$ cat config.mk
export PLATFORM = sky130hd
export DESIGN_NAME = mc_ctrl_fsm
export DESIGN_NICKNAME = d
export VERILOG_FILES = /design/src/rtl/mc_ctrl_pkg.sv /design/src/rtl/mc_main_dec.sv /design/src/rtl/mc_ctrl_fsm.sv
export SDC_FILE = /design/constraint.sdc
export NUM_CORES = 1
export LEC_CHECK = 0
export ABC_AREA = 1
export CORE_MARGIN = 2
export CORE_UTILIZATION = 32
export DETAILED_ROUTE_END_ITERATION = 8
export HOLD_SLACK_MARGIN = 0.03
export PLACE_DENSITY_LB_ADDON = 0.12
export SKIP_CTS_REPAIR_TIMING = 1
export SYNTH_ARGS = -nofsm -noshare
export SYNTH_HDL_FRONTEND = slang
export SYNTH_SLANG_ARGS = --single-unit
$ cat constraint.sdc
create_clock -name clk -period 3 [get_ports clk]
set_clock_uncertainty 0.15 [all_clocks]
set_input_delay 0.75 -clock clk [delete_from_list [all_inputs] [get_ports clk]]
set_output_delay 0.75 -clock clk [all_outputs]
set_load 0.01 [all_outputs]
$ cat src/rtl/mc_ctrl_pkg.sv
// mc_ctrl_pkg: shared definitions for the multi-cycle RV32I control unit.
//   - state_t     : FSM state encoding
//   - iclass_t    : instruction class produced by the main decoder
//   - IMM_*       : immediate-format codes, shared with the immediate generator
//   - OPC_*       : RV32I major opcodes (instr[6:0])
//   - ALU_*, WB_*, CAUSE_* : alu_op, wb_sel and trap_cause encodings
package mc_ctrl_pkg;

    typedef enum logic [2:0] {
        ST_FETCH,
        ST_DECODE,
        ST_EXEC,
        ST_MEM,
        ST_WB,
        ST_TRAP
    } state_t;

    typedef enum logic [3:0] {
        CLS_OP,
        CLS_OPIMM,
        CLS_LOAD,
        CLS_STORE,
        CLS_LUI,
        CLS_AUIPC,
        CLS_JAL,
        CLS_JALR,
        CLS_BRANCH,
        CLS_ILLEGAL
    } iclass_t;

    localparam logic [2:0] IMM_I = 3'b000;
    localparam logic [2:0] IMM_S = 3'b001;
    localparam logic [2:0] IMM_B = 3'b010;
    localparam logic [2:0] IMM_U = 3'b011;
    localparam logic [2:0] IMM_J = 3'b100;

    localparam logic [6:0] OPC_OP     = 7'b0110011;
    localparam logic [6:0] OPC_OPIMM  = 7'b0010011;
    localparam logic [6:0] OPC_LOAD   = 7'b0000011;
    localparam logic [6:0] OPC_STORE  = 7'b0100011;
    localparam logic [6:0] OPC_LUI    = 7'b0110111;
    localparam logic [6:0] OPC_AUIPC  = 7'b0010111;
    localparam logic [6:0] OPC_JAL    = 7'b1101111;
    localparam logic [6:0] OPC_JALR   = 7'b1100111;
    localparam logic [6:0] OPC_BRANCH = 7'b1100011;

    localparam logic [1:0] ALU_ADD   = 2'b00;
    localparam logic [1:0] ALU_CMP   = 2'b01;
    localparam logic [1:0] ALU_FUNCT = 2'b10;

    localparam logic [1:0] WB_ALU = 2'b00;
    localparam logic [1:0] WB_MEM = 2'b01;
    localparam logic [1:0] WB_PC4 = 2'b10;

    localparam logic [1:0] CAUSE_NONE    = 2'b00;
    localparam logic [1:0] CAUSE_ILLEGAL = 2'b01;
    localparam logic [1:0] CAUSE_TIMEOUT = 2'b10;

endpackage

$ cat src/rtl/mc_main_dec.sv
// mc_main_dec: purely combinational main decoder.
// Ports:
//   i_opcode  in  7  instr[6:0]
//   o_class   out 4  instruction class (iclass_t encoding)
//   o_imm_sel out 3  immediate format; R-type and illegal opcodes give IMM_I
//   o_illegal out 1  opcode is not an RV32I class handled by this core
module mc_main_dec
    import mc_ctrl_pkg::*;
(
    input  logic [6:0] i_opcode,
    output logic [3:0] o_class,
    output logic [2:0] o_imm_sel,
    output logic       o_illegal
);

    iclass_t w_class;

    always_comb begin
        w_class   = CLS_ILLEGAL;
        o_imm_sel = IMM_I;
        case (i_opcode)
            OPC_OP:     w_class = CLS_OP;
            OPC_OPIMM:  w_class = CLS_OPIMM;
            OPC_LOAD:   w_class = CLS_LOAD;
            OPC_JALR:   w_class = CLS_JALR;
            OPC_STORE:  begin w_class = CLS_STORE;  o_imm_sel = IMM_S; end
            OPC_BRANCH: begin w_class = CLS_BRANCH; o_imm_sel = IMM_B; end
            OPC_LUI:    begin w_class = CLS_LUI;    o_imm_sel = IMM_U; end
            OPC_AUIPC:  begin w_class = CLS_AUIPC;  o_imm_sel = IMM_U; end
            OPC_JAL:    begin w_class = CLS_JAL;    o_imm_sel = IMM_J; end
            default:    ;
        endcase
    end

    assign o_class   = w_class;
    assign o_illegal = (w_class == CLS_ILLEGAL);

endmodule

$ cat src/rtl/mc_ctrl_fsm.sv
// mc_ctrl_fsm: multi-cycle control unit for the RV32I Fibonacci core.
// Sequences FETCH/DECODE/EXEC/MEM/WB over the shared datapath and traps on
// illegal opcodes or memory-port timeout (sticky until rst).
// Ports:
//   clk, rst (async, active-high)
//   instr[31:0], branch_taken, mem_ready            inputs
//   mem_req, mem_we, addr_sel                        memory port control
//   ir_we, old_pc_we, pc_we, reg_we                  register write strobes
//   pc_src, alu_src_a, alu_src_b, alu_op[1:0]        datapath selects
//   wb_sel[1:0], imm_sel[2:0]                        write-back / immediate select
//   trap, trap_cause[1:0]                            sticky trap status
//   retired_cnt[31:0]                                retired-instruction count
// Parameter: TIMEOUT_CYC (>=2) wait cycles allowed before a timeout trap.
// Build option: define MC_CTRL_RETIRE_CNT_EN to build the retire counter;
// otherwise retired_cnt is tied to 0.
module mc_ctrl_fsm
    import mc_ctrl_pkg::*;
#(
    parameter int TIMEOUT_CYC = 16
) (
    input  logic        clk,
    input  logic        rst,
    input  logic [31:0] instr,
    input  logic        branch_taken,
    input  logic        mem_ready,
    output logic        mem_req,
    output logic        mem_we,
    output logic        addr_sel,
    output logic        ir_we,
    output logic        old_pc_we,
    output logic        pc_we,
    output logic        reg_we,
    output logic        pc_src,
    output logic        alu_src_a,
    output logic        alu_src_b,
    output logic [1:0]  alu_op,
    output logic [1:0]  wb_sel,
    output logic [2:0]  imm_sel,
    output logic        trap,
    output logic [1:0]  trap_cause,
    output logic [31:0] retired_cnt
);

    localparam int WAIT_W = $clog2(TIMEOUT_CYC);
    localparam logic [WAIT_W-1:0] WAIT_LAST = WAIT_W'(TIMEOUT_CYC - 1);

    state_t            r_state;
    logic [WAIT_W-1:0] r_wait;
    logic              r_trap;
    logic [1:0]        r_trap_cause;

    logic [3:0]        w_class_raw;
    iclass_t           w_class;
    logic              w_illegal;
    logic              w_retire;
    logic              w_unused_instr;

    mc_main_dec u_dec (
        .i_opcode  (instr[6:0]),
        .o_class   (w_class_raw),
        .o_imm_sel (imm_sel),
        .o_illegal (w_illegal)
    );

    assign w_class        = iclass_t'(w_class_raw);
    assign w_unused_instr = ^instr[31:7];

    // The final state of every instruction is the one that moves to FETCH.
    always_comb begin
        w_retire = 1'b0;
        case (r_state)
            ST_EXEC: w_retire = (w_class == CLS_BRANCH) || (w_class == CLS_JAL) ||
                                (w_class == CLS_JALR);
            ST_MEM:  w_retire = mem_ready && (w_class == CLS_STORE);
            ST_WB:   w_retire = 1'b1;
            default: ;
        endcase
    end

    // r_wait counts cycles already spent waiting in the current access; a
    // cycle with no ready while r_wait == TIMEOUT_CYC-1 is the last allowed.
    always_ff @(posedge clk or posedge rst) begin
        if (rst) begin
            r_state      <= ST_FETCH;
            r_wait       <= '0;
            r_trap       <= 1'b0;
            r_trap_cause <= CAUSE_NONE;
        end else begin
            case (r_state)
                ST_FETCH: begin
                    if (mem_ready) begin
                        r_state <= ST_DECODE;
                    end else if (r_wait == WAIT_LAST) begin
                        r_state      <= ST_TRAP;
                        r_trap       <= 1'b1;
                        r_trap_cause <= CAUSE_TIMEOUT;
                    end else begin
                        r_wait <= r_wait + WAIT_W'(1);
                    end
                end
                ST_DECODE: begin
                    if (w_illegal) begin
                        r_state      <= ST_TRAP;
                        r_trap       <= 1'b1;
                        r_trap_cause <= CAUSE_ILLEGAL;
                    end else begin
                        r_state <= ST_EXEC;
                    end
                end
                ST_EXEC: begin
                    r_wait <= '0;
                    case (w_class)
                        CLS_LOAD, CLS_STORE:          r_state <= ST_MEM;
                        CLS_BRANCH, CLS_JAL, CLS_JALR: r_state <= ST_FETCH;
                        default:                      r_state <= ST_WB;
                    endcase
                end
                ST_MEM: begin
                    if (mem_ready) begin
                        r_wait  <= '0;
                        r_state <= (w_class == CLS_LOAD) ? ST_WB : ST_FETCH;
                    end else if (r_wait == WAIT_LAST) begin
                        r_state      <= ST_TRAP;
                        r_trap       <= 1'b1;
                        r_trap_cause <= CAUSE_TIMEOUT;
                    end else begin
                        r_wait <= r_wait + WAIT_W'(1);
                    end
                end
                ST_WB: begin
                    r_wait  <= '0;
                    r_state <= ST_FETCH;
                end
                ST_TRAP: r_state <= ST_TRAP;
                default: r_state <= ST_FETCH;
            endcase
        end
    end

    // Strobes are decoded from state/opcode so that a same-cycle mem_ready
    // completes the access; everything is held low while rst is asserted.
    always_comb begin
        mem_req   = 1'b0;
        mem_we    = 1'b0;
        addr_sel  = 1'b0;
        ir_we     = 1'b0;
        old_pc_we = 1'b0;
        pc_we     = 1'b0;
        reg_we    = 1'b0;
        pc_src    = 1'b0;
        alu_src_a = 1'b0;
        alu_src_b = 1'b0;
        alu_op    = ALU_ADD;
        wb_sel    = WB_ALU;
        if (!rst) begin
            case (r_state)
                ST_FETCH: begin
                    mem_req = 1'b1;
                    if (mem_ready) begin
                        ir_we     = 1'b1;
                        old_pc_we = 1'b1;
                        pc_we     = 1'b1;
                    end
                end
                ST_DECODE: begin
                    // ALU is idle here: precompute old_pc + imm so a taken
                    // branch can load it from the ALU result in EXEC.
                    alu_src_a = 1'b1;
                    alu_src_b = 1'b1;
                end
                ST_EXEC: begin
                    case (w_class)
                        CLS_OP:    alu_op = ALU_FUNCT;
                        CLS_OPIMM: begin alu_op = ALU_FUNCT; alu_src_b = 1'b1; end
                        CLS_LOAD, CLS_STORE, CLS_LUI: alu_src_b = 1'b1;
                        CLS_AUIPC: begin alu_src_a = 1'b1; alu_src_b = 1'b1; end
                        CLS_JAL, CLS_JALR: begin
                            alu_src_a = (w_class == CLS_JAL);
                            alu_src_b = 1'b1;
                            reg_we    = 1'b1;
                            wb_sel    = WB_PC4;
                            pc_we     = 1'b1;
                            pc_src    = 1'b1;
                        end
                        CLS_BRANCH: begin
                            alu_op = ALU_CMP;
                            pc_we  = branch_taken;
                            pc_src = branch_taken;
                        end
                        default: ;
                    endcase
                end
                ST_MEM: begin
                    mem_req  = 1'b1;
                    addr_sel = 1'b1;
                    mem_we   = (w_class == CLS_STORE);
                end
                ST_WB: begin
                    reg_we = 1'b1;
                    wb_sel = (w_class == CLS_LOAD) ? WB_MEM : WB_ALU;
                end
                default: ;
            endcase
        end
    end

    assign trap       = r_trap;
    assign trap_cause = r_trap_cause;

`ifdef MC_CTRL_RETIRE_CNT_EN
    logic [31:0] r_retired_cnt;

    always_ff @(posedge clk or posedge rst) begin
        if (rst) begin
            r_retired_cnt <= '0;
        end else if (w_retire) begin
            r_retired_cnt <= r_retired_cnt + 32'd1;
        end
    end

    assign retired_cnt = r_retired_cnt;
`else
    logic w_unused_retire;
    assign w_unused_retire = w_retire;
    assign retired_cnt     = '0;
`endif

endmodule
==> out/qor.yml, run 1 <==
route:
  wire_per_inst_um: 9.49
  drt-total-wl_um: 2790
  drc_errors: 0
  vias: 1205
  via_per_inst: 4.10
  ant_nets: 0
  drt_iter0_drc: 21
  drt_pass1_iterations: 4
synth:
  ys.warnings.count: 0
  synth.avg_cell_area_um2: 6.55
  ys_async_sr_fraction_pct: 100
  synthDistinctLibCells: 24
  syn-cell-area_mm2: 0.00122
  yosys-top-cells-count: "36 x nand2_1, 33 x buf_4, 18 x inv_1, 18 x nor2_1, 16 x nand3_1"
  synth_edf_count: 0
  synthFlopType: "dfrtp_1"
  syn_inst: 186
  synth.yosys.seq_area_share_pct: 20.5
  yosys.area.top_type_share_pct: 20.5
  yosysTopAreaCell: "dfrtp_1"
  ys_seq_elements: 10
  synth.most_common_cell: "nand2_1"
  synth.area.top_cells: "dfrtp_1 21%, buf_4 20%, nand2_1 11%"
floorplanning:
  io_pins: 88
  die_h_um: 65.7
  die_w_um: 65.7
  row_count: 22
  start_util_pct: 33.3
  dieArea_mm2: 0.00432
  core_area_mm2: 0.00366
worst_setup_path:
  cp-start-kind: "primary input"
  crit_arrival_ns: 2.00
  criticalPathCategory: "primary input to output pin"
  cp-end-kind: "output pin"
  crit_path_start: "rst"
  required_ns: 2.10
  reg2regPathDepth: 8
  r2r-end: "r_wait[0]"
  cp_max_fo: 8
  rrSetupSlack_ns: 1.39
  worstReg2RegStart: "r_state[1]"
placed_design:
  place_inst: 287
  dp_hpwl_um: 2260
  place_area_mm2: 0.00164
  gp_congestion: 0.810
  portBuffers: 30
layout:
  seqCellArea_um2: 250
  final_layout_size_suffix_gt1_share_pct: 32.1
  area_growth_pct: 48.3
  stdcell_area_mm2: 0.00181
  multi_input_area_um2: 785
  stdcell_count: 294
  postLayoutCoreUtil_pct: 49.4
  diodes: 0
  nFillCells: 384
  nets: 284
global_route:
  grt_pass1_wl_um: 4350
  overflow: 0
  antenna_found_initial: 0
  grt_max_degree: 12
  grt_pass1_vias: 982
  track_usage_pct: 12.8
cts:
  clock_latency_ns: 0.24
  tritoncts: "built"
  path_clk_slew_ns: 0.05
  cts_num_sinks: 10
  cts.htree.levels: 1
  numCtsBuffers: 3
  cts_max_path_buffers: 2
  cts_root_buf: "clkbuf_8"
timing:
  post-route-period-util_pct: 96.7
  max_freq_mhz: 345
  finalHoldViolCount: 0
  grt_setup_unrepaired: "no"
  fin_crit_ns: 2.90
  setup_viol: 0
  maxSlewViolCount: 0
power_and_ir_drop:
  vdd_drop_max_mv: 0.256
  powerDensity_mw_per_mm2: 210
  leakage_nw: 1.23
flow_run:
  maxCapViolCount: 0
hold_path:
  whs_endpoint: "trap"
  hp-start: "trap"
  min_path_type: "flop to flop"
  whs_path_depth: 1
status:
  status: "finished clean"
registers in the layout (all words and copies together), names as in the netlist:
register / flops
trap_cause: 2
trap: 1
r_wait: 4
r_state: 3
critical path, stage by stage:
cell and delay (ns):
clkdlybuf4s50_1 0.42, buf_4 0.17, a21oi_1 0.11, clkdlybuf4s50_1 0.55
through the flow:
stage / total power, mW / hold slack [ns] / TNS (ns) / setup slack, ns
floorplan: 0.205 / 0.358 / 0 / 0.408
global placement: 0.207 / 0.307 / -4.88 / -0.473
CTS: 0.379 / 0.327 / -5.06 / -0.522
detailed placement: 0.207 / 0.309 / -4.97 / -0.513
global route: 0.400 / 0.382 / 0 / 0.0691
finish: 0.379 / 0.324 / 0 / 0.100
where the power goes:
group          internal, mW  switching, mW  total (mW)
Sequential            0.135              0       0.135
Combinational        0.0293         0.0467      0.0760
Clock                 0.115         0.0528       0.168
layer usage:
layer	part of all wire (%)	GRT usage, %	vias up
li1	-	-	640
met1	49	19.0	522
met2	44	17.9	39
met3	5.7	2.23	4
met4	1.3	5.47	0
met5	0	0	-
worst max-delay path by stage:
stage | cells after the start | to | slack, ns
after floorplan | 4 | alu_op[1] | 0.41
after global placement | 9 | alu_src_a | -0.47
after detailed placement | 10 | alu_src_b | -0.51
after CTS | 10 | alu_src_b | -0.52
after global routing | 12 | alu_src_b | 0.07
final | 4 | mem_req | 0.10
cell usage in the layout, fill, tap and decap left out, types with 5 or more instances in the layout:
cell type / instances
inv_1: 18
nand2_2: 13
nand3_2: 5
nand3_1: 14
dfrtp_1: 10
nand2_1: 34
nor2_1: 14
dlymetal6s2s_1: 19
nor2_4: 6
inv_2: 8
conb_1: 32
buf_4: 28
nor3_1: 5
clkdlybuf4s50_1: 9
final cells by class:
class                   count  share of cell area, %
clock buffers               4                   3.05
inverters                  26                   5.40
multi-input cells         147                   43.4
flip-flops and latches     10                   13.9
well taps                  48                   3.32
repair buffers             59                   31.0
logic make-up (layout without fill, tap and decap cells):
group                    Yosys count  after routing  share of synthesized area, %
flip-flops                        10             10                          20.5
AO/OA/AOI/OAI                     10             10                          5.34
buffers and inverters             60             89                          28.6
XOR/XNOR                           1              1                         0.719
other                              1             32                         0.308
adder cells (fa/ha/maj)            1              1                          1.03
AND/OR/NAND/NOR                  103            103                          43.4
(Power assumes the default switching activity.)
==> run 2, diff against run 1 <==
--- a/config.mk
+++ b/config.mk
@@ -14,4 +14,5 @@
 export SKIP_CTS_REPAIR_TIMING = 1
 export SYNTH_ARGS = -nofsm -noshare
 export SYNTH_HDL_FRONTEND = slang
+export SYNTH_HIERARCHICAL = 1
 export SYNTH_SLANG_ARGS = --single-unit
==> constraint.sdc (replaced) <==
create_clock -name clk -period 2.33 [get_ports clk]
set_clock_uncertainty 0.15 [all_clocks]
set_input_delay 0.5825 -clock clk [delete_from_list [all_inputs] [get_ports clk]]
set_output_delay 0.5825 -clock clk [all_outputs]
set_load 0.01 [all_outputs]
==> run 2 against run 1 <==
Against the previous run: core utilization is 4.3 points higher; power grew to 3.1 times the previous value; design area grew 11%; area after synthesis increased by 4.8%; largest power group is now combinational logic; sequential share of layout area fell by 1.4 points; combinational power grew to 8.6 times the previous value; largest cell class unchanged; the flow now finishes with violations (negative setup slack); via count is 14% higher.
==> out/qor.yml, run 2 <==
synth:
  syn-cell-area_mm2: 0.00128  # was 0.00122 mm2
  syn_inst: 207  # was 186
  yosys.area.top_type_share_pct: 19.6  # was 20.5%
  ys_async_sr_fraction_pct: 100  # unchanged
  yosysTopAreaCell: "dfrtp_1"  # unchanged
  synth.yosys.seq_area_share_pct: 19.6  # was 20.5%
  ys.warnings.count: 6  # was 0
  ys_seq_elements: 10  # unchanged
  synth.most_common_cell: "nand2_1"  # unchanged
  synth.area.top_cells: "dfrtp_1 20%, buf_4 19%, nand2_1 16%"  # was dfrtp_1 21%, buf_4 20%, nand2_1 11%
  synthFlopType: "dfrtp_1"  # unchanged
  synth_edf_count: 0  # unchanged
  synth.avg_cell_area_um2: 6.17  # was 6.55 um2
  yosys-top-cells-count: "56 x nand2_1, 33 x buf_4, 22 x nor2_1"  # was 36 x nand2_1, 33 x buf_4, 18 x inv_1, 18 x nor2_1, 16 x nand3_1
  synthDistinctLibCells: 21  # was 24
cts:
  cts_max_path_buffers: 2  # unchanged
  cts_num_sinks: 10  # unchanged
  path_clk_slew_ns: 0.05  # about the same
  numCtsBuffers: 3  # unchanged
  cts_root_buf: "clkbuf_8"  # unchanged
  cts.htree.levels: 1  # unchanged
  tritoncts: "built"  # unchanged
  clock_latency_ns: 0.24  # about the same
worst_setup_path:
  cp-start-kind: "primary input"  # unchanged
  cp_max_fo: 4  # was 8
  required_ns: 1.60  # was 2.10 ns
  crit_arrival_ns: 1.89  # was 2.00 ns
  rrSetupSlack_ns: 0.70  # was 1.39 ns
  cp-end-kind: "output pin"  # unchanged
  criticalPathCategory: "primary input to output pin"  # unchanged
layout:
  multi_input_area_um2: 991  # was 785 um2
  layout_common_cells: "44 x nand2_1, 32 x conb_1, 30 x buf_4, 15 x nor2_1, 14 x nand2_2"  # was 34 x nand2_1, 32 x conb_1, 28 x buf_4, 19 x dlymetal6s2s_1, 18 x inv_1
  largest_register_ffs: 4  # unchanged
  final_layout_size_suffix_gt1_share_pct: 44.9  # was 32.1%
  mostFrequentLayoutCell: "nand2_1"  # unchanged
  nFillCells: 369  # was 384
  diodes: 0  # unchanged
  stdcell_count: 320  # was 294
  seqCellArea_um2: 250  # unchanged
  top_register: "r_wait"  # unchanged
  area_growth_pct: 57.3  # was 48.3%
  nets: 310  # was 284
route:
  drt-total-wl_um: 3240  # was 2790 um
  wire_per_inst_um: 10.1  # was 9.49 um
  drc_errors: 0  # unchanged
  ant_nets: 0  # unchanged
  vias: 1373  # was 1205
  via_per_inst: 4.29  # was 4.10
  drt_pass1_iterations: 4  # unchanged
  drt_iter0_drc: 62  # was 21
status:
  violations: "negative setup slack"
  status: "finished with violations"  # was finished clean
global_route:
  overflow: 0  # unchanged
  grt_pass1_vias: 1201  # was 982
  track_usage_pct: 14.9  # was 12.8%
  grt_pass1_wl_um: 5130  # was 4350 um
  antenna_found_initial: 0  # unchanged
  grt_max_degree: 11  # was 12
placed_design:
  portBuffers: 30  # unchanged
  post-place-ws_ns: -1.24  # was -0.513 ns
  place_inst: 310  # was 287
  dp_hpwl_um: 2490  # was 2260 um
  gp_congestion: 0.884  # was 0.810
floorplanning:
  start_util_pct: 34.1  # was 33.3%
  dieArea_mm2: 0.00451  # was 0.00432 mm2
  core_area_mm2: 0.00374  # was 0.00366 mm2
  io_pins: 88  # unchanged
  die_w_um: 67.2  # was 65.7 um
  row_count: 22  # unchanged
  die_h_um: 67.2  # was 65.7 um
power_and_ir_drop:
  vdd_drop_max_mv: 0.204  # was 0.256 mV
  powerDensity_mw_per_mm2: 592  # was 210 mW/mm2
  leakage_nw: 1.15  # was 1.23 nW
timing:
  maxSlewViolCount: 0  # unchanged
  grt_setup_unrepaired: "yes"  # was no
  finalHoldViolCount: 0  # unchanged
  fin_crit_ns: 2.62
  max_freq_mhz: 381
  setup_viol: 10  # was 0
  setup_ws_ns: -0.294  # was 0.100 ns
  post-route-period-util_pct: 113
flow_run:
  maxCapViolCount: 0  # unchanged
hold_path:
  min_path_type: "primary input to asynchronous set/reset pin"  # was flop to flop
-- run 2: final cells by class --
cell class	count	share of cell area, %
multi-input combinational	169	49.3
tap	48	2.99
sequential	10	12.5
inverter	25	5.54
clock buffer	4	2.74
timing repair buffer	64	27.0
-- run 2: where the power goes --
part / total, mW / internal, mW / switching, mW
sequential: 0.311 / 0.238 / 0.0739
clock: 0.222 / 0.149 / 0.0729
combinational: 0.657 / 0.281 / 0.376
-- run 2: worst max-delay path, stage by stage --
cell	delay (ns)
buf_4	0.13
nand2_4	0.07
nor2_4	0.05
nand2_1	0.07
nand2_2	0.07
nor2_4	0.14
nand2_2	0.09
buf_6	0.13
nor2_4	0.11
nand3_2	0.07
nand2_2	0.07
nand2_2	0.06
a21oi_2	0.11
buf_2	0.14
-- run 2: cells by family (layout without fill, tap and decap cells) --
| group | after synthesis | after routing | synth area share, % |
|---|---|---|---|
| DFF | 10 | 10 | 19.6 |
| buffers and inverters | 59 | 93 | 27.0 |
| AOI/OAI and AO/OA | 10 | 10 | 4.31 |
| other | 1 | 32 | 0.294 |
| adders and majority gates | 1 | 1 | 0.979 |
| and+or+nand+nor | 126 | 126 | 47.8 |
-- run 2: stage by stage --
stage	cell area (um2)	setup TNS [ns]	util, %	power, mW	hold slack (ns)
2_1_floorplan	1490	-0.0201	-	0.725	0.281
3_3_place_gp	1810	-16.17	48.4	0.948	0.296
3_5_place_dp	1810	-16.03	48.4	0.946	0.299
4_1_cts	1870	-15.08	49.9	1.18	0.312
5_1_grt	2010	-3.48	53.7	1.30	0.302
6_report	2010	-2.48	53.7	1.19	0.259
-- run 2: final timing paths --
path | cells after the start | endpoint | from
setup / recovery | 14 | pc_we | instr[5]
hold / removal | 3 | r_wait[0] | rst
setup reg to reg | 8 | r_wait[2] | r_state[1]
hold reg to reg | 2 | trap | trap
max in group asynchronous | 3 | trap_cause[0] | rst
min in group clk | 2 | trap | trap
-- run 2: routing by layer --
| layer | global-route usage, % | vias up | part of all wire (%) |
|---|---|---|---|
| li1 | - | 723 | - |
| met1 | 19.3 | 606 | 47 |
| met3 | 1.67 | 4 | 4.3 |
| met4 | 7.65 | 0 | 1.9 |
| met5 | 0 | - | 0 |
| met2 | 24.5 | 40 | 47 |
==> variant 1 (settings of run 2) <==
The option `MC_CTRL_RETIRE_CNT_EN` is turned on by a define.
--- a/src/rtl/mc_ctrl_fsm.sv
+++ b/src/rtl/mc_ctrl_fsm.sv
@@ -15,2 +15,4 @@
 // otherwise retired_cnt is tied to 0.
+`define MC_CTRL_RETIRE_CNT_EN
+
 module mc_ctrl_fsm
Formal check against the unedited RTL: not equivalent (a bounded check fails within 4 cycles, from zero or initial values and one cycle with rst high).
==> variant 1 against run 2 <==
The flow still finishes with violations (negative setup slack); final area is 130% higher; power up 21%; area after synthesis is 130% higher; sequential cell count grew 32; hold slack improved by 0.067 ns; wire length grew to 2.8 times the old value; sequential power rose by 130%; count of clock-buffer cells in the layout increased by 1; critical path depth rose by 3; worst setup slack lost 0.30 ns; global-route usage increased by 2.3 points; final cell count increased by 110%; critical endpoint is now reg_we.
==> variant 1: results (changes against run 2) <==
setup ws final -0.592 ns (-0.298 ns); setup violators final 44 (+34); failing checks negative setup slack; Worst Max-Slew Pin Slew about 0.55 ns; root buf cell clkbuf_8; Hold Path Class reg2reg; Routability Congestion 0.920 (+4.1%); pre-CTS worst setup slack -1.32 ns (-0.0783 ns); DP Wirelength 6340 um (+150%); GRT Total Usage 0.172 (+0.0227); NumNets Final 612 (+97%); global-route wire length before repair 14200 um (+180%); Pleak 2.08 nW (+81%); cts bufs inserted 5 (+2); maximum VDD drop 211 uV (+3.5%); Clock Latency Late Sink 0.30 ns (+0.06 ns); Cell variety after synth 30 (+43%); outcome finished, violations left; vias in the first global route 3080 (+160%); clock-pin slew on the worst setup and hold paths 0.09 ns (+0.04 ns); Total Wirelength 9180 um (+180%); Post-DP Area 4120 um2 (+130%); Iter 0 DRT Violations 165 (+170%); Largest register FFs 32 (+28); post-synthesis sequential area ratio 0.350 (+0.155); share of layout cells above drive strength 1 0.250 (-0.198); R2R Setup Slk 0.38 ns (-0.32 ns); commonest cells in the netlist nand2_1, nor2_1, dfrtp_1; clk buf depth 2 (unchanged); Synth area leaders dfrtp_1, nand2_1, nor2_1, inv_1, nand3b_1; TNS Setup -12.24 ns (-9.76 ns); H-tree Lvls 2 (+1); PortBufs 62 (+110%); Fillers 911 (+150%)
variant 1: logic make-up (layout without fill, tap and decap cells):
kind of cell,after synthesis,in the layout,share of synthesized area
flops,42,42,0.350
xor+xnor,11,11,0.0321
compound gates,32,32,0.0563
buf+inv,51,170,0.0755
simple gates,318,318,0.477
fa+ha+maj,2,2,0.00834
variant 1: area by class of cell:
class,instances,share of cell area
Clock buffer,5,0.0152
Clock inverter,3,0.00885
Inverter,43,0.0410
Multi-Input combinational cell,363,0.423
Sequential cell,42,0.233
Tap cell,111,0.0307
Timing Repair Buffer,119,0.248
variant 1: path summary, 6_finish.rpt:
path,cells past startpoint,endpoint,start
min in group asynchronous,3,retired_cnt[31],rst
worst min-delay path,1,trap,trap
worst max register to register,10,retired_cnt[13],r_state[1]
worst min register to register,1,trap,trap
worst max-delay path,17,reg_we,instr[4]
max in group asynchronous,3,r_state[1],rst
variant 1: worst reg2reg max path, stage by stage (launching register included):
cell and delay, ns:
dfrtp_2 0.47, buf_4 0.16, nand3_4 0.11, buf_4 0.14
nor2_4 0.04, nand2_1 0.10, nand3_4 0.21, buf_6 0.20
buf_8 0.13, nand3b_1 0.08, nand2_1 0.06
variant 1: through the flow:
stage	instances	hold slack, ns	util
floorplan	456	0.354	-
global placement	663	0.302	0.450
detailed placement	663	0.305	0.450
CTS	671	0.326	0.462
global route	686	0.343	0.494
finish	686	0.326	0.494
variant 1: power by group:
group,leakage [nW],switching (W),internal [W]
sequential,0.554,0.000000359,0.000729
combinational,1.47,0.0000688,0.0000495
clock,0.0579,0.000272,0.000316
variant 1: routing by layer:
layer	wire, um	up-vias	part of all wire	global-route usage
met2	4460	91	0.49	0.283
met5	0	-	0	0
met1	4090	1543	0.45	0.225
li1	-	1691	-	-
met3	447	17	0.049	0.0381
met4	190	0	0.021	0.0537
==> variant 2 (settings of run 2) <==
Without the edit above. Encoding of `state_t`: now Gray code (3 bits for 6 states).
--- a/src/rtl/mc_ctrl_pkg.sv
+++ b/src/rtl/mc_ctrl_pkg.sv
@@ -9,8 +9,8 @@
     typedef enum logic [2:0] {
-        ST_FETCH,
-        ST_DECODE,
-        ST_EXEC,
-        ST_MEM,
-        ST_WB,
-        ST_TRAP
+        ST_FETCH  = 3'b000,
+        ST_DECODE = 3'b001,
+        ST_EXEC   = 3'b011,
+        ST_MEM    = 3'b010,
+        ST_WB     = 3'b110,
+        ST_TRAP   = 3'b111
     } state_t;
Behaviour: no difference found for any inputs over 10 cycles, from zero or initial values and one cycle with rst high; not proved beyond that.
==> variant 2 against run 2 <==
The flow still finishes with violations (negative setup slack); die area down 5.6%; wire length is 6.4% lower; sequential cell count unchanged; area after synthesis fell by 6.0%; power grew 10%; final area fell by 3.7%; largest cell class unchanged; final cell count fell by 3.1%; worst setup slack worse by 0.024 ns.
==> variant 2: results (changes against run 2) <==
met2 WL post-DR 1550 um (+1.9%); commonest cells in the netlist nand2_1, buf_4, nor2_1; Via Count 1349 (-1.7%); Cell variety after synth 26 (+24%); setup ws final -0.318 ns (-0.0243 ns); Routability Congestion 0.812 (-8.2%); global-route wire length before repair 4820 um (-6.2%); Seq/total area 0.129 (+0.00475); Critical-path top delay cell buf_4; setup violators final 10 (unchanged); placed insts 301 (-2.9%); xor/xnor share of the synthesized area 0.00729 (+0.00729); share of layout cells above drive strength 1 0.466 (+0.0171); fin util 0.533 (-0.00405); DP Wirelength 2360 um (-5.3%); Seq pwr share 0.228 (-0.034); outcome finished, violations left; Critical Path Fanout Max 3 (-1); maximum VDD drop 233 uV (+14%); Iter 0 DRT Violations 71 (+15%); failing checks negative setup slack; Synth area leaders dfrtp_1, buf_4, nand2_1, nor2_1, inv_1; comb_multi_in 156 (-7.7%); Total Die Area 4260 um2 (-5.6%); Pleak 1.06 nW (-7.7%); clock-cell share of area 0.0284 (+0.00104); Post-Synthesis Cells 193 (-6.8%); fin cells 310 (-3.1%); GRT met2 Usage 0.237 (-0.00780); post-synthesis sequential area ratio 0.208 (+0.0124); Met1 Wirelength 1230 um (-19%); TNS Setup -2.26 ns (+0.219 ns); area occupied by multi-input gates 915 um2 (-7.7%); Fillers 381 (+3.3%); Signal buffers 68 (+6.3%); adder-cell share of the synthesized area 0.0104 (+0.000622); Hold Path Class reg2reg; vias in the first global route 1195 (-0.50%); NetSw 0.000591 W (+13%); GRT Total Usage 0.141 (-0.00865); NonClk Buf Share 0.281 (+0.0116); routing usage on met3 0.0428 (+0.0261); met3 WL 201 um (+46%); Total Wirelength 3030 um (-6.4%)
[variant 2: changes by cell type in the layout (fill, tap and decap cells not counted), moves of 4 or more]
| cell | before | now |
|---|---|---|
| nand2_4 | 6 | 2 |
| buf_4 | 30 | 35 |
| nand4_1 | 8 | 4 |
| nand2_1 | 44 | 34 |
| nand3_4 | 0 | 4 |
| nand3_1 | 12 | 8 |
| clkbuf_2 | 3 | 7 |
| nor2_4 | 9 | 13 |
[variant 2: final timing paths]
| check | slack [ns] | end | startpoint | depth (start not counted) |
|---|---|---|---|---|
| worst max-delay path | -0.32 | pc_we | instr[3] | 14 |
| min in group asynchronous | 0.59 | r_state[1] | rst | 3 |
| max in group asynchronous | 1.29 | r_wait[2] | rst | 3 |
| worst min-delay path | 0.32 | trap | trap | 2 |
| worst max register to register | 0.74 | r_wait[0] | r_wait[0] | 6 |
| worst min register to register | 0.32 | trap | trap | 2 |
